File: src/rtl/cache_fill_fsm_if.sv
// Miss request, memory read handshake and cache-array write bundle for cache_fill_fsm.
// master = fill sequencer side, slave = requester/memory/array side.
interface cache_fill_fsm_if;
   logic        miss_detected;
   logic [15:0] miss_address;
   logic        memory_data_valid;
   logic [15:0] memory_data;
   logic        memory_read_en;
   logic [15:0] memory_address;
   logic        fsm_busy;
   logic [63:0] set_enable;
   logic [7:0]  word_enable;
   logic        write_data_array;
   logic [15:0] fill_data;
   logic        write_tag_array;
   logic [7:0]  tag_out;
   logic        fill_done;
   logic        fill_error;

   modport master (
      input  miss_detected, miss_address, memory_data_valid, memory_data,
      output memory_read_en, memory_address, fsm_busy, set_enable, word_enable,
             write_data_array, fill_data, write_tag_array, tag_out, fill_done, fill_error
   );

   modport slave (
      output miss_detected, miss_address, memory_data_valid, memory_data,
      input  memory_read_en, memory_address, fsm_busy, set_enable, word_enable,
             write_data_array, fill_data, write_tag_array, tag_out, fill_done, fill_error
   );
endinterface

File: src/rtl/cache_fill_fsm.sv
// Cache line fill sequencer: issues 8 word reads for a missed line, writes returning words, then the tag.
// Optional fill watchdog is compiled in when CACHE_FILL_TIMEOUT_EN is defined.
module cache_fill_fsm #(
   parameter int unsigned TIMEOUT_CYCLES = 64
) (
   input logic              clk,
   input logic              rst_n,
   cache_fill_fsm_if.master bus
);
   typedef enum logic [1:0] {IDLE = 2'd0, FILL = 2'd1, META = 2'd2} state_t;

   state_t      state_q, state_d;
   logic [11:0] line_q, line_d;
   logic [2:0]  issue_cnt_q, issue_cnt_d;
   logic        issue_done_q, issue_done_d;
   logic [2:0]  recv_cnt_q, recv_cnt_d;
   logic        recv_done_q, recv_done_d;
   logic        in_fill, in_meta, data_write;

   assign in_fill    = (state_q == FILL);
   assign in_meta    = (state_q == META);
   // Returning words go straight to the data array in the cycle they arrive.
   assign data_write = in_fill && bus.memory_data_valid && !recv_done_q;

`ifdef CACHE_FILL_TIMEOUT_EN
   localparam int unsigned TO_W = $clog2(TIMEOUT_CYCLES + 1);
   logic [TO_W-1:0] to_cnt_q, to_cnt_d;
   logic            fill_error_q, fill_error_d;
`endif

   always_comb begin
      state_d      = state_q;
      line_d       = line_q;
      issue_cnt_d  = issue_cnt_q;
      issue_done_d = issue_done_q;
      recv_cnt_d   = recv_cnt_q;
      recv_done_d  = recv_done_q;
`ifdef CACHE_FILL_TIMEOUT_EN
      to_cnt_d     = to_cnt_q;
      fill_error_d = 1'b0;
`endif
      unique case (state_q)
         IDLE: begin
            if (bus.miss_detected) begin
               line_d       = bus.miss_address[15:4];
               issue_cnt_d  = 3'd0;
               issue_done_d = 1'b0;
               recv_cnt_d   = 3'd0;
               recv_done_d  = 1'b0;
               state_d      = FILL;
`ifdef CACHE_FILL_TIMEOUT_EN
               to_cnt_d     = '0;
`endif
            end
         end
         FILL: begin
            if (!issue_done_q) begin
               issue_cnt_d  = issue_cnt_q + 3'd1;
               issue_done_d = (issue_cnt_q == 3'd7);
            end
            if (data_write) begin
               recv_cnt_d = recv_cnt_q + 3'd1;
               if (recv_cnt_q == 3'd7) begin
                  recv_done_d = 1'b1;
                  state_d     = META;
               end
            end
`ifdef CACHE_FILL_TIMEOUT_EN
            // A fill that completes on the last allowed cycle still wins over the watchdog.
            if (state_d != META) begin
               if (to_cnt_q == TO_W'(TIMEOUT_CYCLES - 1)) begin
                  state_d      = IDLE;
                  fill_error_d = 1'b1;
               end else begin
                  to_cnt_d = to_cnt_q + TO_W'(1);
               end
            end
`endif
         end
         META:    state_d = IDLE;
         default: state_d = IDLE;
      endcase
   end

   always_ff @(posedge clk) begin
      if (!rst_n) begin
         state_q      <= IDLE;
         line_q       <= '0;
         issue_cnt_q  <= '0;
         issue_done_q <= 1'b0;
         recv_cnt_q   <= '0;
         recv_done_q  <= 1'b0;
`ifdef CACHE_FILL_TIMEOUT_EN
         to_cnt_q     <= '0;
         fill_error_q <= 1'b0;
`endif
      end else begin
         state_q      <= state_d;
         line_q       <= line_d;
         issue_cnt_q  <= issue_cnt_d;
         issue_done_q <= issue_done_d;
         recv_cnt_q   <= recv_cnt_d;
         recv_done_q  <= recv_done_d;
`ifdef CACHE_FILL_TIMEOUT_EN
         to_cnt_q     <= to_cnt_d;
         fill_error_q <= fill_error_d;
`endif
      end
   end

   generate
      for (genvar gi = 0; gi < 64; gi++) begin : g_set
         assign bus.set_enable[gi] = !(state_q == IDLE) && (line_q[5:0] == 6'(gi));
      end
      for (genvar gi = 0; gi < 8; gi++) begin : g_word
         assign bus.word_enable[gi] = data_write && (recv_cnt_q == 3'(gi));
      end
   endgenerate

   assign bus.memory_read_en   = in_fill && !issue_done_q;
   assign bus.memory_address   = bus.memory_read_en ? {line_q, issue_cnt_q, 1'b0} : 16'h0000;
   assign bus.fsm_busy         = (state_q != IDLE);
   assign bus.write_data_array = data_write;
   assign bus.fill_data        = data_write ? bus.memory_data : 16'h0000;
   assign bus.write_tag_array  = in_meta;
   assign bus.fill_done        = in_meta;
   assign bus.tag_out          = in_meta ? {1'b1, 1'b0, line_q[11:6]} : 8'h00;

`ifdef CACHE_FILL_TIMEOUT_EN
   assign bus.fill_error = fill_error_q;
`else
   logic unused_timeout;
   assign unused_timeout = (TIMEOUT_CYCLES != 0);
   assign bus.fill_error = 1'b0;
`endif

   logic unused_offset;
   assign unused_offset = ^bus.miss_address[3:0];
endmodule

File: src/flat_wrapper.sv
// flat-port wrapper written by rule: the top's interface ports become plain ports
module cache_fill_fsm_flat 
#(
   parameter int unsigned TIMEOUT_CYCLES = 64
)
  (clk, rst_n, bus_miss_detected, bus_miss_address, bus_memory_data_valid, bus_memory_data, bus_memory_read_en, bus_memory_address, bus_fsm_busy, bus_set_enable, bus_word_enable, bus_write_data_array, bus_fill_data, bus_write_tag_array, bus_tag_out, bus_fill_done, bus_fill_error);
  cache_fill_fsm_if bus_i ();
  input logic clk;
  input logic rst_n;
  input wire logic [$bits(bus_i.miss_detected)-1:0] bus_miss_detected;
  input wire logic [$bits(bus_i.miss_address)-1:0] bus_miss_address;
  input wire logic [$bits(bus_i.memory_data_valid)-1:0] bus_memory_data_valid;
  input wire logic [$bits(bus_i.memory_data)-1:0] bus_memory_data;
  output wire logic [$bits(bus_i.memory_read_en)-1:0] bus_memory_read_en;
  output wire logic [$bits(bus_i.memory_address)-1:0] bus_memory_address;
  output wire logic [$bits(bus_i.fsm_busy)-1:0] bus_fsm_busy;
  output wire logic [$bits(bus_i.set_enable)-1:0] bus_set_enable;
  output wire logic [$bits(bus_i.word_enable)-1:0] bus_word_enable;
  output wire logic [$bits(bus_i.write_data_array)-1:0] bus_write_data_array;
  output wire logic [$bits(bus_i.fill_data)-1:0] bus_fill_data;
  output wire logic [$bits(bus_i.write_tag_array)-1:0] bus_write_tag_array;
  output wire logic [$bits(bus_i.tag_out)-1:0] bus_tag_out;
  output wire logic [$bits(bus_i.fill_done)-1:0] bus_fill_done;
  output wire logic [$bits(bus_i.fill_error)-1:0] bus_fill_error;
  assign bus_i.miss_detected = bus_miss_detected;
  assign bus_i.miss_address = bus_miss_address;
  assign bus_i.memory_data_valid = bus_memory_data_valid;
  assign bus_i.memory_data = bus_memory_data;
  assign bus_memory_read_en = bus_i.memory_read_en;
  assign bus_memory_address = bus_i.memory_address;
  assign bus_fsm_busy = bus_i.fsm_busy;
  assign bus_set_enable = bus_i.set_enable;
  assign bus_word_enable = bus_i.word_enable;
  assign bus_write_data_array = bus_i.write_data_array;
  assign bus_fill_data = bus_i.fill_data;
  assign bus_write_tag_array = bus_i.write_tag_array;
  assign bus_tag_out = bus_i.tag_out;
  assign bus_fill_done = bus_i.fill_done;
  assign bus_fill_error = bus_i.fill_error;
  cache_fill_fsm #(.TIMEOUT_CYCLES(TIMEOUT_CYCLES)) u_core (.clk(clk), .rst_n(rst_n), .bus(bus_i));
endmodule
File: config.mk
export PLATFORM = sky130hd
export DESIGN_NAME = cache_fill_fsm_flat
export DESIGN_NICKNAME = d
export VERILOG_FILES = /design/src/rtl/cache_fill_fsm_if.sv /design/src/rtl/cache_fill_fsm.sv /design/src/flat_wrapper.sv
export SDC_FILE = /design/constraint.sdc
export NUM_CORES = 1
export LEC_CHECK = 0
export CAP_MARGIN = 20
export CORE_MARGIN = 5
export CORE_UTILIZATION = 31
export DETAILED_ROUTE_END_ITERATION = 6
export PLACE_DENSITY_LB_ADDON = 0.12
export SKIP_LAST_GASP = 1
export SLEW_MARGIN = 20
export SYNTH_ARGS = -nofsm -noshare
export SYNTH_HDL_FRONTEND = slang
export SYNTH_SLANG_ARGS = --single-unit
export TNS_END_PERCENT = 30
File: constraint.sdc
create_clock -name clk -period 1.8 [get_ports clk]
set_input_delay 0.36 -clock clk [delete_from_list [all_inputs] [get_ports clk]]
set_output_delay 0.36 -clock clk [all_outputs]
set_load 0.1 [all_outputs]
==> qor.yml, run 1 <==
synth_top_family_by_area: "simple AND/OR/NAND/NOR gates"
die_h_um: 83.74
boundary_pin_count: 154
error_line: "[ERROR DPL-0038] Utilization greater than 100%, impossible to legalize"
floorplan.die.width_um: 83.74
netlist_instances: 264
haltStage: "clock tree synthesis (4_1_cts)"
synth.area.mux_share_pct: 0
cts.sink_count: 22
clock-root-buffer: "clkbuf_8"
synth_simple_gate_area_share_pct: 51.60
syn-cell-area_um2: 1685
avgSynthCellArea_um2: 6.384
htree_levels: 1
synth-xor-area-share_pct: 0
yosys_warnings: 0
max-clock-path-buffers: 2
synth-compound-area-share_pct: 6.978
gpl.final_weighted_congestion: 0.7513
start_util_pct: 32.38
synthAdderAreaFrac_pct: 5.939
outcome: "stopped before the end"
dpl.hpwl_um: 8574
port-buffer-count: 146
cts.hold.buffers_added: 0
synth_seq_cells: 22
cts_made_buffers: 3
post_cts.resized_instances: 60
cts_setup_buffers: 9
seq_area_frac_synth_pct: 26.13
placement_rows: 26
ys_types: 26
==> logic make-up after synthesis <==
family                   after synthesis
other                                  1
AO/OA/AOI/OAI                         22
adder cells (fa/ha/maj)                8
flip-flops                            22
buffers and inverters                 30
AND/OR/NAND/NOR                      181
==> cell usage after synthesis <==
cell	instances	area share [%]
and3_1	6	2.2
dfxtp_1	22	26
or3b_1	1	0.52
or2_1	1	0.37
o21ai_0	3	0.89
inv_1	7	1.6
nand3_1	11	3.3
nor3_1	1	0.30
nor2_1	70	16
nand4_1	4	1.5
buf_2	3	0.89
nand2_1	36	8.0
or3b_2	2	1.0
clkbuf_1	12	2.7
a22oi_1	2	0.89
buf_4	6	2.7
o31ai_1	1	0.45
buf_6	2	1.3
nor2b_1	6	2.2
nand3b_1	3	1.3
a21oi_1	16	4.8
ha_1	8	5.9
conb_1	1	0.22
and2_1	38	14
nand4bb_1	1	0.67
nor3b_1	1	0.45
==> through the flow <==
step / std cells / setup slack [ns] / TNS, ns / utilization (%) / cell area [um^2]
floorplan: 266 / -0.4247 / -31.25 / - / 2231
global placement: 486 / -0.1546 / -2.822 / 96.61 / 5029
detailed placement: 486 / -0.3572 / -12.22 / 96.61 / 5029
==> run 2, diff against run 1 <==
--- a/config.mk
+++ b/config.mk
@@ -7,9 +7,9 @@
 export LEC_CHECK = 0
 export CAP_MARGIN = 20
 export CORE_MARGIN = 5
-export CORE_UTILIZATION = 31
+export CORE_UTILIZATION = 20
 export DETAILED_ROUTE_END_ITERATION = 6
-export PLACE_DENSITY_LB_ADDON = 0.12
+export PLACE_DENSITY_LB_ADDON = 0.15
 export SKIP_LAST_GASP = 1
 export SLEW_MARGIN = 20
 export SYNTH_ARGS = -nofsm -noshare
==> qor.yml, run 2 <==
outcome: "finished, violations left"  # was stopped before the end
violations: "negative setup slack"
max_clock_freq_mhz: 496.2
synth-edff-count: 0  # unchanged
clock-root-buffer: "clkbuf_8"  # unchanged
synthMostInstantiatedCell: "nor2_1"  # unchanged
post_drt_wl_per_cell_um: 15.13
final_core_utilization_pct: 66.36
grt_start_max_net_pins: 26
start_util_pct: 20.51  # was 32.38%
power.density_nw_per_um2: 321.6
synth_simple_gate_area_share_pct: 51.60  # unchanged
die_h_um: 101.8  # was 83.74 um
floorplan.die.width_um: 101.8  # was 83.74 um
synth.top_cells.by_area: "dfxtp_1, nor2_1, and2_1"  # unchanged
max-clock-path-buffers: 2  # unchanged
timing_worst_slew_pin_value_ns: 0.6716
worstSetupPathType: "flip-flop to output port"
synth.top_cell.area_share_pct: 26.13  # unchanged
htree_levels: 1  # unchanged
tritoncts: "done"
routed_via_count: 2330
synth-compound-area-share_pct: 6.978  # unchanged
grt_util_all_layers_pct: 15.28
avgSynthCellArea_um2: 6.384  # unchanged
ant_nets: 0
drt_pre_antenna_iters: 5
drt-initial-drc-count: 21
grt-ovfl-total: 0
worst_ir_drop_vdd_mv: 0.4887
synth_seq_cells: 22  # unchanged
final_cell_mix: "buf_12, nor2_4, clkdlybuf4s50_1, and2_4, nand2_1"
dpl.cell_count: 521  # was 486
clk_pin_slew_ns: 0.08
post-route-worst-setup-slack_ns: -0.2154
crit_path_end: "bus_set_enable[4]"
worst_path_largest_cell_delay_ns: 0.43
path_cells: "or2_4, or3b_4, buf_12, nor2_4, buf_12"
arrival_ns: 1.66
rrSetupSlack_ns: 0.31
seq_area_frac_synth_pct: 26.13  # unchanged
synth_top_family_by_area: "simple AND/OR/NAND/NOR gates"  # unchanged
route.detailed.vias_per_inst: 4.355
period_needed_ns: 2.015
reg2reg_depth: 5
cts_made_buffers: 3  # unchanged
dpl_cell_area_um2: 5072  # was 5029 um^2
layout_cell_share_with_drive_strength_beyond_1_pct: 66.28
path_delay_family: "simple AND/OR/NAND/NOR gates"
layout_commonest_cell: "buf_12"
largest_register_ffs: 12
dpl.hpwl_um: 6623  # was 8574 um
fin_hold_ws_ns: 0.4741
crit_path_max_fo: 8
cp_common_cell: "buf_12"
port-buffer-count: 146  # unchanged
grt_first_pass_wirelength_um: 12730
slew-limit-headroom_pct: 55.18
boundary_pin_count: 154  # unchanged
timing_hold_violations_final: 0
layout.cells.non_filler: 535
netlist_instances: 264  # unchanged
maxCapViolCount: 0
fin_nets: 475
synthAdderAreaFrac_pct: 5.939  # unchanged
worstSetupStartpointType: "flip-flop"
holdCritPathClass: "flip-flop to flip-flop"
cts.sink_count: 22  # unchanged
dominant_cell_type_by_area_after_synthesis: "dfxtp_1"  # unchanged
final-max-slew-violation-count: 0
area_growth_pct: 223.5
cts.hold.buffers_added: 0  # unchanged
final_min_period_over_clock_period_pct: 112.0
placement.setup.worst_slack_ns: -0.1872  # was -0.3572 ns
timing.critical_path.to_type: "output port"
synth-xor-area-share_pct: 0  # unchanged
timing.critical_path.required_ns: 1.44
grt_antenna_before_repair: 0
synth_commonest_cells: "nor2_1, and2_1, nand2_1"  # unchanged
wl_um: 8093
largestRegisters: "u_core.line_q (12), u_core.issue_cnt_q (3), u_core.recv_cnt_q (3)"
setup-violations-final: 111
route.detailed.drc: 0
reg2reg_from: "u_core.state_q[1]"
gpl.final_weighted_congestion: 0.7818  # was 0.7513
synth.area.mux_share_pct: 0  # unchanged
die_area_um2: 10360
grt_setup_unrepaired: "yes"
critPathBufInv: 2
critical_path_cell_count: 5
insertedDiodeCount: 0
synth_flop_cell: "dfxtp_1"  # unchanged
syn-cell-area_um2: 1685  # unchanged
placement_rows: 33  # was 26
max_flop_register: "u_core.line_q"
design_area_um2: 5453
core_um2: 8217
clkLatencyLatePin_ns: 0.26
timing.rr.end: "u_core.issue_done_q"
finalClockSkew_ns: 0.003468
yosys_warnings: 0  # unchanged
synth-async-reset-ratio_pct: 0  # unchanged
critPathSlowestCell: "or3b_4"
leakagePower_uw: 0.002011
setup.worst_path.start: "u_core.state_q[1]"
first_global_vias: 2331
ys_types: 26  # unchanged
==> run 2: cell counts after synthesis <==
Identical to the previous run, type by type.
==> run 2: cell families (layout without fill, tap and decap cells) <==
family / after synthesis / count (layout)
other: 1 / 3
AND/OR/NAND/NOR: 181 / 181
adder cells (fa/ha/maj): 8 / 8
buffers and inverters: 30 / 194
AO/OA/AOI/OAI: 22 / 22
flip-flops: 22 / 22
==> run 2: worst reg2reg max path, cell delays in order (launching register included) <==
cell and delay, ns:
dfxtp_4 0.36, buf_4 0.14, or3b_2 0.48, buf_4 0.18, a22oi_1 0.14, nor2_1 0.05
==> run 2: repair_timing <==
action                                  CTS  global route
pin swaps                                 2             3
buffers inserted                          5             1
resized for setup                        33            28
endpoints found under the setup margin  111           111
cloned                                    3             2
==> run 2: worst min-delay path by stage <==
stage                      from               end  slack, ns  cells past startpoint
5_1_grt        u_core.line_q[6]  u_core.line_q[6]       0.51                      2
3_3_place_gp   u_core.line_q[6]  u_core.line_q[6]       0.45                      2
2_1_floorplan  u_core.line_q[6]  u_core.line_q[6]       0.44                      2
6_report       u_core.line_q[6]  u_core.line_q[6]       0.47                      2
3_5_place_dp   u_core.line_q[6]  u_core.line_q[6]       0.46                      2
4_1_cts        u_core.line_q[7]  u_core.line_q[7]       0.47                      2
==> run 2: layer usage <==
metal	wire length (um)	part of all wire (%)	track usage, %
met4	18	0.22	1.227
met5	0	0	0
met1	3082	38	19.17
met3	756	9.3	4.132
met2	4236	52	27.21
==> run 2: final cells by class <==
class                      instances  area, um^2
clock buffer                       4       45.04
fill                             637        2764
inverter                           7       28.78
multi-input combinational        214        1705
sequential                        22       455.4
tap                              105       131.4
timing repair buffer             183        3087
==> run 2: through the flow <==
step	setup TNS, ns	power, uW
after floorplan	-31.25	1044
after global placement	-3.445	1333
after detailed placement	-3.901	1343
after CTS	-20.01	1743
after global routing	-21.81	1826
final	-14.81	1754
==> run 2: where the power goes <==
part	internal, uW	switching (uW)	leakage (uW)
combinational	364	527	0.00181
clock	158	166	0.0000228
sequential	508	30.5	0.000183
Power figures use the tool's default switching activity.
==> run 3, diff against run 2 <==
--- a/config.mk
+++ b/config.mk
@@ -15,4 +15,4 @@
 export SYNTH_ARGS = -nofsm -noshare
 export SYNTH_HDL_FRONTEND = slang
 export SYNTH_SLANG_ARGS = --single-unit
-export TNS_END_PERCENT = 30
+export TNS_END_PERCENT = 100
==> qor.yml, run 3 (synthesis gave the netlist of run 2 again) <==
gpl.final_weighted_congestion: 0.7594  # was 0.7818
layout_cell_share_with_drive_strength_beyond_1_pct: 70.92  # was 66.28%
tritoncts: "done"  # unchanged
final-max-slew-violation-count: 0  # unchanged
cts.sink_count: 22  # unchanged
largest_register_ffs: 12  # unchanged
route.detailed.vias_per_inst: 4.310  # was 4.355
largestRegisters: "u_core.line_q (12), u_core.issue_cnt_q (3), u_core.recv_cnt_q (3)"  # unchanged
boundary_pin_count: 154  # unchanged
cts.hold.buffers_added: 0  # unchanged
area_growth_pct: 240.5  # was 223.5%
worstSetupPathType: "flip-flop to output port"  # unchanged
holdCritStartpoint: "u_core.line_q[6]"  # unchanged
final_cell_mix: "buf_12, nor2_4, and2_4, clkdlybuf4s50_1, buf_4"  # was buf_12, nor2_4, clkdlybuf4s50_1, and2_4, nand2_1
grt_util_all_layers_pct: 14.77  # was 15.28%
htree_levels: 1  # unchanged
post_drt_wl_per_cell_um: 15.22  # was 15.13 um
placement.setup.worst_slack_ns: -0.2398  # was -0.1872 ns
slew-limit-headroom_pct: 57.92  # was 55.18%
reg2reg_from: "u_core.state_q[0]"  # was u_core.state_q[1]
maxCapViolCount: 0  # unchanged
worst_ir_drop_vdd_mv: 0.4425  # was 0.4887 mV
layout_commonest_cell: "buf_12"  # unchanged
post-route-worst-setup-slack_ns: -0.2172  # was -0.2154 ns
multi_input_area_um2: 1833  # was 1705 um^2
clkLatencyLatePin_ns: 0.26  # about the same
leakagePower_uw: 0.002168  # was 0.002011 uW
setup-violations-final: 113  # was 111
critPathSlowestCell: "or3b_4"  # unchanged
drt-initial-drc-count: 42  # was 21
wl_um: 8401  # was 8093 um
cp_common_cell: "buf_12"  # unchanged
cts_made_buffers: 3  # unchanged
routed_via_count: 2379  # was 2330
grt_setup_unrepaired: "yes"  # unchanged
outcome: "finished, violations left"  # unchanged
num-fill-cells: 601  # was 637
grt_first_pass_wirelength_um: 12250  # was 12730 um
violations: "negative setup slack"  # unchanged
arrival_ns: 1.66  # about the same
dpl.cell_count: 527  # was 521
worstSetupStartpointType: "flip-flop"  # unchanged
die_h_um: 101.8  # unchanged
timing.critical_path.required_ns: 1.44  # about the same
ant_nets: 0  # unchanged
timing_hold_violations_final: 0  # unchanged
port-buffer-count: 146  # unchanged
grt_start_max_net_pins: 21  # was 26
start_util_pct: 20.51  # unchanged
dpl.hpwl_um: 6493  # was 6623 um
grt-ovfl-total: 0  # unchanged
timing_worst_slew_pin_value_ns: 0.6304  # was 0.6716 ns
max_clock_freq_mhz: 495.7  # was 496.2 MHz
finalClockSkew_ns: 0.01216  # was 0.003468 ns
max_flop_register: "u_core.line_q"  # unchanged
insertedDiodeCount: 0  # unchanged
finalPower_uw: 1939  # was 1754 uW
power.density_nw_per_um2: 337.8  # was 321.6 nW/um^2
timing.critical_path.to_type: "output port"  # unchanged
period_needed_ns: 2.017  # was 2.015 ns
holdCritPathClass: "flip-flop to flip-flop"  # unchanged
worst_path_largest_cell_delay_ns: 0.43  # about the same
clock-root-buffer: "clkbuf_8"  # unchanged
final_min_period_over_clock_period_pct: 112.1  # was 112.0%
floorplan.die.width_um: 101.8  # unchanged
layout.cells.non_filler: 552  # was 535
drt_pre_antenna_iters: 6  # was 5
clk_pin_slew_ns: 0.09  # was 0.08 ns
first_global_vias: 2277  # was 2331
seqCellArea_um2: 460.4  # was 455.4 um^2
die_area_um2: 10360  # unchanged
placement_rows: 33  # unchanged
route.detailed.drc: 0  # unchanged
crit_path_max_fo: 8  # unchanged
fin_nets: 492  # was 475
grt_antenna_before_repair: 0  # unchanged
max-clock-path-buffers: 2  # unchanged
setup.worst_path.start: "u_core.state_q[0]"  # was u_core.state_q[1]
core_um2: 8217  # unchanged
path_cells: "or2_4, or3b_4, buf_12, nor2_4, buf_12"  # unchanged
-- run 3: cell count changes in the layout (fill, tap and decap cells not counted), sizes merged --
cell,change
dlygate4sd2,+1
bufinv,+1
clkbuf,-1
buf,+14
clkinv,+2
clkinvlp,+1
dlymetal6s2s,-1
-- run 3: critical path: cells and delay by family, from the launching register on --
| family | cells | cell delay [ns] |
|---|---|---|
| buffers and inverters | 2 | 0.36 |
| DFF | 1 | 0.35 |
| and+or+nand+nor | 3 | 0.68 |
-- run 3: report_power, final --
part / switching (uW) / total [uW] / internal [uW]
Clock: 166 / 463 / 297
Sequential: 28.7 / 536 / 507
Combinational: 552 / 940 / 388
Total: 747 / 1940 / 1190
-- run 3: repair_timing --
action                     in CTS  in global routing
setup endpoints to repair     106                106
gates cloned                    4                  2
pin swaps                      17                 29
buffers inserted                6                  9
gates resized for setup        40                 46
hold endpoints to repair        0                  0
-- run 3: path summary, 6_finish.rpt --
| kind | to | slack (ns) | depth (start not counted) |
|---|---|---|---|
| hold / removal | u_core.line_q[6] | 0.48 | 2 |
| setup / recovery | bus_set_enable[12] | -0.22 | 5 |
| hold reg to reg | u_core.line_q[6] | 0.48 | 2 |
| setup reg to reg | u_core.issue_done_q | 0.21 | 6 |
-- run 3: area by class of cell --
type | instances | share of cell area, %
clock buffers | 3 | 0.7194
clock inverters | 1 | 0.5232
inverters | 7 | 0.6322
multi-input cells | 214 | 31.94
flip-flops and latches | 22 | 8.023
well taps | 105 | 2.289
repair buffers | 197 | 55.44
repair inverters | 3 | 0.4360
-- run 3: routing by layer --
| layer | share of wire (%) | track usage, % | vias to the layer above |
|---|---|---|---|
| li1 | - | - | 1202 |
| met1 | 38 | 17.68 | 1100 |
| met2 | 55 | 27.87 | 75 |
| met3 | 6.5 | 2.686 | 2 |
| met4 | 0.23 | 2.045 | 0 |
| met5 | 0 | 0 | - |
-- run 3: metrics by stage --
stage	instance area [um^2]	TNS, ns	utilization (%)	hold slack [ns]
3_3_place_gp	5180	-3.357	63.04	0.4560
5_1_grt	5739	-20.95	69.85	0.5095
3_5_place_dp	5180	-4.683	63.04	0.4649
6_report	5739	-14.52	69.85	0.4792
4_1_cts	5466	-15.32	66.53	0.4780
2_1_floorplan	2320	-20.57	-	0.4452
